==> config.mk <==
export PLATFORM = sky130hd
export DESIGN_NAME = alu64bit_seq
export DESIGN_NICKNAME = d
export VERILOG_FILES = /design/src/rtl/alu64bit_seq.sv
export SDC_FILE = /design/constraint.sdc
export NUM_CORES = 1
export LEC_CHECK = 0
export ABC_CLOCK_PERIOD_IN_PS = 15500
export CAP_MARGIN = 30
export CELL_PAD_IN_SITES_DETAIL_PLACEMENT = 0
export CELL_PAD_IN_SITES_GLOBAL_PLACEMENT = 1
export CORE_ASPECT_RATIO = 1.25
export CORE_UTILIZATION = 32
export CTS_CLUSTER_SIZE = 10
export DETAILED_ROUTE_END_ITERATION = 12
export HOLD_SLACK_MARGIN = 0.08
export PLACE_DENSITY = 0.9
export SETUP_SLACK_MARGIN = 0.1
export SYNTH_ARGS = -nofsm -noshare
export SYNTH_HDL_FRONTEND = slang
export SYNTH_SLANG_ARGS = --single-unit
==> constraint.sdc <==
create_clock -name clk -period 15.5 [get_ports clk]
set_input_delay 4.65 -clock clk [delete_from_list [all_inputs] [get_ports clk]]
set_output_delay 4.65 -clock clk [all_outputs]
set_load 0.03 [all_outputs]
==> src/rtl/alu64bit_seq.sv <==
// Purpose : clocked valid/ready front end around the combinational alu64bit.
// Latency : result captured SETTLE_CYCLES edges after accept (min 1); rsp_valid rises the cycle after.
// Backpr. : one op in flight; req_ready low until the response handshake, and the result is held while rsp_ready is low.
//
// Ports:
//   clk, rst                      rising-edge clock, asynchronous active-high reset
//   req_valid/req_ready           request handshake; req_a/req_b/req_op/req_cin operands
//   rsp_valid/rsp_ready           response handshake; rsp_s/rsp_cout captured result
//   alu_a/alu_b/alu_op/alu_cin    registered operands driven into the external ALU
//   alu_s/alu_cout                ALU outputs, sampled once the settle time has elapsed
//   busy                          high whenever an operation is in flight
//   ops_done                      wrapping count of completed response handshakes
module alu64bit_seq #(
    parameter int SETTLE_CYCLES = 16,
    parameter int CNT_W         = 16
) (
    input  logic             clk,
    input  logic             rst,
    input  logic             req_valid,
    output logic             req_ready,
    input  logic [63:0]      req_a,
    input  logic [63:0]      req_b,
    input  logic [1:0]       req_op,
    input  logic             req_cin,
    output logic             rsp_valid,
    input  logic             rsp_ready,
    output logic [63:0]      rsp_s,
    output logic             rsp_cout,
    output logic [63:0]      alu_a,
    output logic [63:0]      alu_b,
    output logic [1:0]       alu_op,
    output logic             alu_cin,
    input  logic [63:0]      alu_s,
    input  logic             alu_cout,
    output logic             busy,
    output logic [CNT_W-1:0] ops_done
);

    // A settle time of zero still needs one edge between launch and capture.
    localparam int SETTLE_EFF = (SETTLE_CYCLES < 1) ? 1 : SETTLE_CYCLES;
    localparam int SW         = (SETTLE_EFF > 1) ? $clog2(SETTLE_EFF) : 1;
    localparam logic [SW-1:0] CNT_LOAD = SW'(SETTLE_EFF - 1);

    typedef enum logic [1:0] {
        IDLE   = 2'd0,
        SETTLE = 2'd1,
        RESP   = 2'd2
    } state_t;

    state_t            state_q, state_d;
    logic [SW-1:0]     cnt_q, cnt_d;
    logic [63:0]       alu_a_q, alu_a_d;
    logic [63:0]       alu_b_q, alu_b_d;
    logic [1:0]        alu_op_q, alu_op_d;
    logic              alu_cin_q, alu_cin_d;
    logic [63:0]       rsp_s_q, rsp_s_d;
    logic              rsp_cout_q, rsp_cout_d;
    logic [CNT_W-1:0]  ops_q, ops_d;

    logic accept;
    logic rsp_hs;

    // req_ready is gated by rst directly so nothing is accepted while reset is held.
    assign req_ready = (state_q == IDLE) & ~rst;
    assign rsp_valid = (state_q == RESP);
    assign busy      = (state_q != IDLE);

    assign accept = req_valid & req_ready;
    assign rsp_hs = rsp_valid & rsp_ready;

    assign alu_a    = alu_a_q;
    assign alu_b    = alu_b_q;
    assign alu_op   = alu_op_q;
    assign alu_cin  = alu_cin_q;
    assign rsp_s    = rsp_s_q;
    assign rsp_cout = rsp_cout_q;
    assign ops_done = ops_q;

    always_comb begin
        state_d    = state_q;
        cnt_d      = cnt_q;
        alu_a_d    = alu_a_q;
        alu_b_d    = alu_b_q;
        alu_op_d   = alu_op_q;
        alu_cin_d  = alu_cin_q;
        rsp_s_d    = rsp_s_q;
        rsp_cout_d = rsp_cout_q;
        ops_d      = ops_q;

        case (state_q)
            IDLE: begin
                // Operands only move here, so the ALU inputs stay frozen
                // for the whole settle and response window.
                if (accept) begin
                    alu_a_d   = req_a;
                    alu_b_d   = req_b;
                    alu_op_d  = req_op;
                    alu_cin_d = req_cin;
                    cnt_d     = CNT_LOAD;
                    state_d   = SETTLE;
                end
            end
            SETTLE: begin
                if (cnt_q == '0) begin
                    rsp_s_d    = alu_s;
                    rsp_cout_d = alu_cout;
                    state_d    = RESP;
                end else begin
                    cnt_d = cnt_q - SW'(1);
                end
            end
            RESP: begin
                if (rsp_hs) begin
                    ops_d   = ops_q + CNT_W'(1);
                    state_d = IDLE;
                end
            end
            default: begin
                state_d = IDLE;
            end
        endcase
    end

    always_ff @(posedge clk or posedge rst) begin
        if (rst) begin
            state_q    <= IDLE;
            cnt_q      <= '0;
            alu_a_q    <= '0;
            alu_b_q    <= '0;
            alu_op_q   <= '0;
            alu_cin_q  <= 1'b0;
            rsp_s_q    <= '0;
            rsp_cout_q <= 1'b0;
            ops_q      <= '0;
        end else begin
            state_q    <= state_d;
            cnt_q      <= cnt_d;
            alu_a_q    <= alu_a_d;
            alu_b_q    <= alu_b_d;
            alu_op_q   <= alu_op_d;
            alu_cin_q  <= alu_cin_d;
            rsp_s_q    <= rsp_s_d;
            rsp_cout_q <= rsp_cout_d;
            ops_q      <= ops_d;
        end
    end

endmodule

==> metrics.md <==
| Metric | Value |
|---|---|
| Status | `finished, final reports clean` |
| Commonest non-fill, non-tap cells in the layout | `414 x clkdlybuf4s50_1, 400 x nand2_1, 218 x dfrtp_1` |
| FF-to-FF setup slack | `12.94 ns` |
| Largest net degree at the start of global routing | `84` |
| Final setup fails | `0` |
| Pre-antenna DRT Iters | `4` |
| Overall Global Routing Usage | `17.4%` |
| Synth Instances | `782` |
| Worst-case clock buffer depth | `3` |
| ANT cells | `0` |
| CTS tree | `done` |
| Design area | `13500 sq um` |
| Hold depth | `1` |
| Fin Setup TNS | `0 ns` |
| Die H | `182 um` |
| Sequential area share after synthesis | `65.4%` |
| Vias in the first global route | `7017` |
| Crit-path cells | `clkdlybuf4s50_1 > nor3_2 > clkdlybuf4s50_1` |
| Post-synth net total | `984` |
| Port Buf Inserts | `414` |
| Worst skew pair latency | `0.51 ns` |
| Share of cells above drive strength 1 | `5.77%` |
| Slowest CP cell | `clkdlybuf4s50_1` |
| FF-to-FF End | `alu_b[0]$_DFFE_PP0P_` |
| Cts hold-fix bufs | `0` |
| CP max stage delay | `0.74 ns` |
| Max-slew violations | `0` |
| Place WS | `4.63 ns` |
| # nets final | `1395` |
| Worst slew margin | `40.6%` |
| Residual DRC count | `0` |
| Synth Cell Area | `8340 sq um` |
| Max Clock Skew | `0.00802 ns` |
| Reg2reg start | `state_q[1]$_DFFE_PP0P_` |
| VDD IR max | `0.000125 V` |
| Clk sinks | `218` |
| Clock transition at path regs | `0.05 ns` |
| Detailed Place HPWL | `16600 um` |
| Iteration-0 DRC Markers | `240` |
| Die Wd | `146 um` |
| Avg Cell Area, Syn | `10.7 sq um` |
| H-tree Lvls | `1` |
| Max frequency | `0.0920 GHz` |
| Crit Path Max Fanout | `3` |
| RSZ-0062 raised after global routing | `no` |
| HP Start | `ops_done[15]$_DFFE_PP0P_` |
| Core area | `25500 sq um` |
| Setup ws final | `4.63 ns` |
| Starting density of the core | `32.8%` |
| Cell Pwr Density | `214 nW/um^2` |
| Crit path buffers/inverters | `2` |
| Area grow syn2layout | `61.7%` |
| Most common cell after layout, fill and taps aside | `clkdlybuf4s50_1` |
| DRT Wirelength | `23500 um` |
| Area after DPL | `12800 sq um` |
| # resized after CTS | `0` |
| Min-Delay Path Class | `flip-flop to flip-flop` |
| Io pins | `415` |
| Fin. Hold Viols | `0` |
| Distinct cells, synth | `29` |
| Setup bufs post-CTS | `0` |
| FF-to-FF path depth | `5` |
| Die footprint | `26700 sq um` |
| Routed WL per cell | `15.3 um` |
| Ys async rst share | `100%` |
| CTS root buf | `clkbuf_16` |
| GPL Wtd Cong | `0.770` |
| Max Cap Viol | `0` |
| Tmin final | `10.87 ns` |
| Final ANT Viol Nets | `0` |
| Grt total ovfl | `0` |
| Main flop type after synthesis | `dfrtp_1` |
| Period Utilization, post-route | `70.1%` |
| CP most frequent cell | `clkdlybuf4s50_1` |
| Vias per inst | `4.41` |
| Worst Max-Slew Pin Slew | `0.891 ns` |
| Setup crit start kind | `primary input` |
| CP endpoint kind | `output pin` |
| Rows | `65` |
| WHS Endpoint | `ops_done[15]$_DFFE_PP0P_` |
| CTS Buf Count | `26` |
| Vias | `6753` |
| Crit path kind | `primary input to output pin` |
| Yosys warns | `0` |
| P_leak | `0.00622 uW` |
| First-pass GRT wire length | `37200 um` |
| WP data required | `10.85 ns` |
| Critical path arrival | `6.22 ns` |
| Seq cells post-synth | `218` |
| Largest delay share family, worst path | `buffers and inverters` |
| Initial antenna violation count | `1` |
| EDFF count, synth | `0` |
==> cell type report <==
class / count / area (sq um)
fillers: 2255 / 12000
flip-flops and latches: 218 / 5460
repair buffers: 419 / 4180
multi-input cells: 523 / 2670
clock buffers: 29 / 683
well taps: 335 / 419
clock inverters: 2 / 38.8
inverters: 5 / 26.3
==> kinds of logic (layout without fill, tap and decap cells) <==
kind of cell             after synthesis  after routing  share of synthesized area, %
XOR/XNOR                              17             17                          1.79
adder cells (fa/ha/maj)                2              2                         0.300
multiplexers                          68             68                          9.18
AO/OA/AOI/OAI                          2              2                         0.165
AND/OR/NAND/NOR                      434            434                          20.5
flip-flops                           218            218                          65.4
buffers and inverters                 41            455                          2.63
==> sequential cells by signal, summed over array words and instances, names as in the netlist <==
register and cells:
alu_a 64, alu_b 64, rsp_s 64, ops_done 16, cnt_q 4, alu_op 2
state_q 2, alu_cin 1, rsp_cout 1
==> cells in the mapped netlist (all sizes together), types with 4 or more instances <==
library cell	count	share of area [%]
nand2	401	18
dfrtp	218	65
mux2	68	9.2
buf	30	2.1
xnor2	13	1.4
nand3	10	0.66
clkbuf	6	0.27
inv	5	0.23
nand4	4	0.30
nor2	4	0.18
xor2	4	0.42
==> worst max-delay path by stage <==
stage / cells after the start / to / start / slack (ns)
2_1_floorplan: 1 / alu_a[0]$_DFFE_PP0P_ / rst / 4.89
3_3_place_gp: 3 / req_ready / rst / 4.66
3_5_place_dp: 3 / req_ready / rst / 4.63
4_1_cts: 3 / req_ready / rst / 4.62
5_1_grt: 3 / req_ready / rst / 4.58
6_report: 3 / req_ready / rst / 4.63
==> routing by layer <==
layer	part of all wire (%)	track usage, %
met3	8.8	5.23
met4	2.8	6.04
met1	39	20.3
met2	49	30.1
met5	0.055	0
==> worst register-to-register path, delay by kind of cell, from the launching register on <==
| kind | cells | cell delay [ns] |
|---|---|---|
| flip-flops | 1 | 0.45 |
| buffers and inverters | 1 | 0.80 |
| AND/OR/NAND/NOR | 4 | 1.24 |
==> where the power goes <==
| part | switching (uW) | leakage (uW) | total [uW] | internal, uW |
|---|---|---|---|---|
| clock network | 214 | 0.000353 | 537 | 323 |
| registers | 133 | 0.00268 | 957 | 824 |
| logic | 806 | 0.00319 | 1390 | 588 |
==> metrics by stage <==
stage	total power [uW]	hold WS [ns]	util (%)	cells
after floorplan	1720	0.482	-	782
after global placement	2340	0.456	50.1	1500
after detailed placement	2370	0.461	50.1	1500
after CTS	2930	0.473	52.9	1531
after global routing	3040	0.477	52.9	1531
final	2890	0.468	52.9	1531
No activity file was read; power rests on OpenSTA's default activity.
==> variant: new RTL, same flow settings <==
Reset style: synchronous (`rst`), changed in one clocked block. Comments in the files are not updated.
--- a/src/rtl/alu64bit_seq.sv
+++ b/src/rtl/alu64bit_seq.sv
@@ -121,7 +121,7 @@
         endcase
     end
 
-    always_ff @(posedge clk or posedge rst) begin
+    always_ff @(posedge clk) begin
         if (rst) begin
             state_q    <= IDLE;
             cnt_q      <= '0;
Behaviour: differs if rst is asserted again (counterexample within 4 cycles, from zero or initial values and one cycle with rst high); with rst held inactive, the same outputs for 4 cycles.
==> variant against the unedited design <==
  * Sequential cell count did not move
  * Area after synthesis fell by 3.2%
  * Count of clock-buffer cells in the layout fell by 2
  * Design area fell by 3.4%
  * Routed wire length rose by 7.9%
  * Core utilization barely moved
  * Die area fell by 3.1%
  * Worst setup slack improved by 0.52 ns
  * Critical path type unchanged
Power is not compared: it rests on default switching activity, and its combinational part moved more than twofold at a synthesized area within 25%.
==> variant: results (changes against the unedited design) <==
clock skew 0.00827 ns (+0.000242 ns); Post-CTS Resized 0 (unchanged); Total Nets Final 1555 (+11%); hold path depth 2 (+1); top cells by count, synth 268 x nand2_1, 218 x dfxtp_1, 134 x nand2b_1, 134 x o21ai_0, 75 x a21oi_1; Post-CTS Setup Inserts 0 (unchanged); FF-to-FF path depth 4 (-1); layout cell share with drive strength beyond 1 3.18% (-2.6 points); first-pass GRT wire length 38300 um (+3.2%); critical-path maximum fanout 34 (+31); sequential area share after synthesis 54.1% (-11 points); Max stage delay on crit path 0.68 ns (-0.06 ns); largest cells by area after synthesis dfxtp_1 54%, nand2_1 12%, nand2b_1 10%; Hold Path Class register to register; DRT Pass-1 Iters 4 (unchanged); DR iter-0 viols 295 (+23%); ys flop type dfxtp_1; hpwl dp 17700 um (+6.8%); number of global-route vias before repair 7321 (+4.3%); leakage 0.00453 uW; clk root buf clkbuf_16; Worst path slowest cell clkdlybuf4s50_1; Unique masters post-synth 37 (+28%); antenna violations before repair 0 (-1); VDD IR max 0.0834 mV; diode count 0 (unchanged); number of buffers created by CTS 25 (-3.8%); total wire length 25400 um (+7.9%); Cell Area, Placed 0.0124 sq mm (-2.9%); IO buf count 414 (unchanged); status finished clean; critical path data arrival time 5.71 ns (-0.51 ns); FILL cells 2364 (+4.8%); Overall Global Routing Usage 18.6% (+1.3 points); largest net degree at the start of global routing 115 (+37%); period utilization 66.8% (-3.3 points); asr flop ratio synth 0% (-100 points); r2r setup slk 13.25 ns (+0.31 ns); Post-Place Worst Slack 5.15 ns (+0.524 ns); Final Wtd Congestion 0.781 (+1.5%); post-DR vias/cell 4.56 (+3.4%); Yosys warning count 0 (unchanged); Synthesized Nets 1177 (+20%); Slew HR 36.1% (-4.5 points)
==> variant: changes by cell type after synthesis, sizes merged, moves of 3 or more <==
| cell | delta |
|---|---|
| nand2b | +133 |
| nor2 | +12 |
| a311oi | +3 |
| or3 | +4 |
| dfrtp | -218 |
| xnor2 | -6 |
| clkbuf | +37 |
| mux2 | -68 |
| dfxtp | +218 |
| o21ai | +133 |
| a21oi | +75 |
| nand3 | -6 |
| nand2 | -133 |
==> variant: metal layers <==
layer	GRT usage, %	routed length [um]	up-vias
li1	-	-	3894
met1	19.9	9580	3441
met2	33.4	12300	306
met3	7.35	2960	34
met4	5.15	489	0
met5	0	0	-
==> variant: cells by family (layout without fill, tap and decap cells) <==
group | count (synthesis) | after routing | share of synthesized area, %
AOI/OAI and AO/OA | 216 | 216 | 13.7
xor gates and xnor gates | 11 | 11 | 1.19
adders and majority gates | 2 | 2 | 0.310
buffers and inverters | 76 | 454 | 4.19
DFF | 218 | 218 | 54.1
and+or+nand+nor | 452 | 452 | 26.6
==> variant: critical path: cells and delay by family <==
family        cells  cell delay, ns
buf+inv           2            0.90
simple gates      1            0.13
==> variant: final timing paths <==
check | startpoint | end
max | rst | req_ready
min | rsp_s[11] | rsp_s[11]
max reg2reg | state_q[1] | alu_b[15]
min reg2reg | rsp_s[11] | rsp_s[11]
==> variant: metrics by stage <==
stage	instances	utilization [%]	hold slack [ns]
floorplan	975	-	0.469
global placement	1656	50.4	0.441
global route	1683	52.9	0.468
finish	1683	52.9	0.450
detailed placement	1656	50.4	0.446
CTS	1683	52.9	0.453
==> variant: layout make-up <==
class	instances	share of cell area [%]
Timing Repair Buffer	422	32.3
Tap cell	330	3.17
Sequential cell	218	33.5
Inverter	5	0.144
Multi-Input combinational cell	681	26.0
Clock buffer	27	4.86
==> variant: power by group <==
part           leakage (uW)  internal [uW]  switching, uW  total, uW
combinational       0.00244            150            183        332
sequential          0.00178            608           25.8        634
clock              0.000310            283            210        494
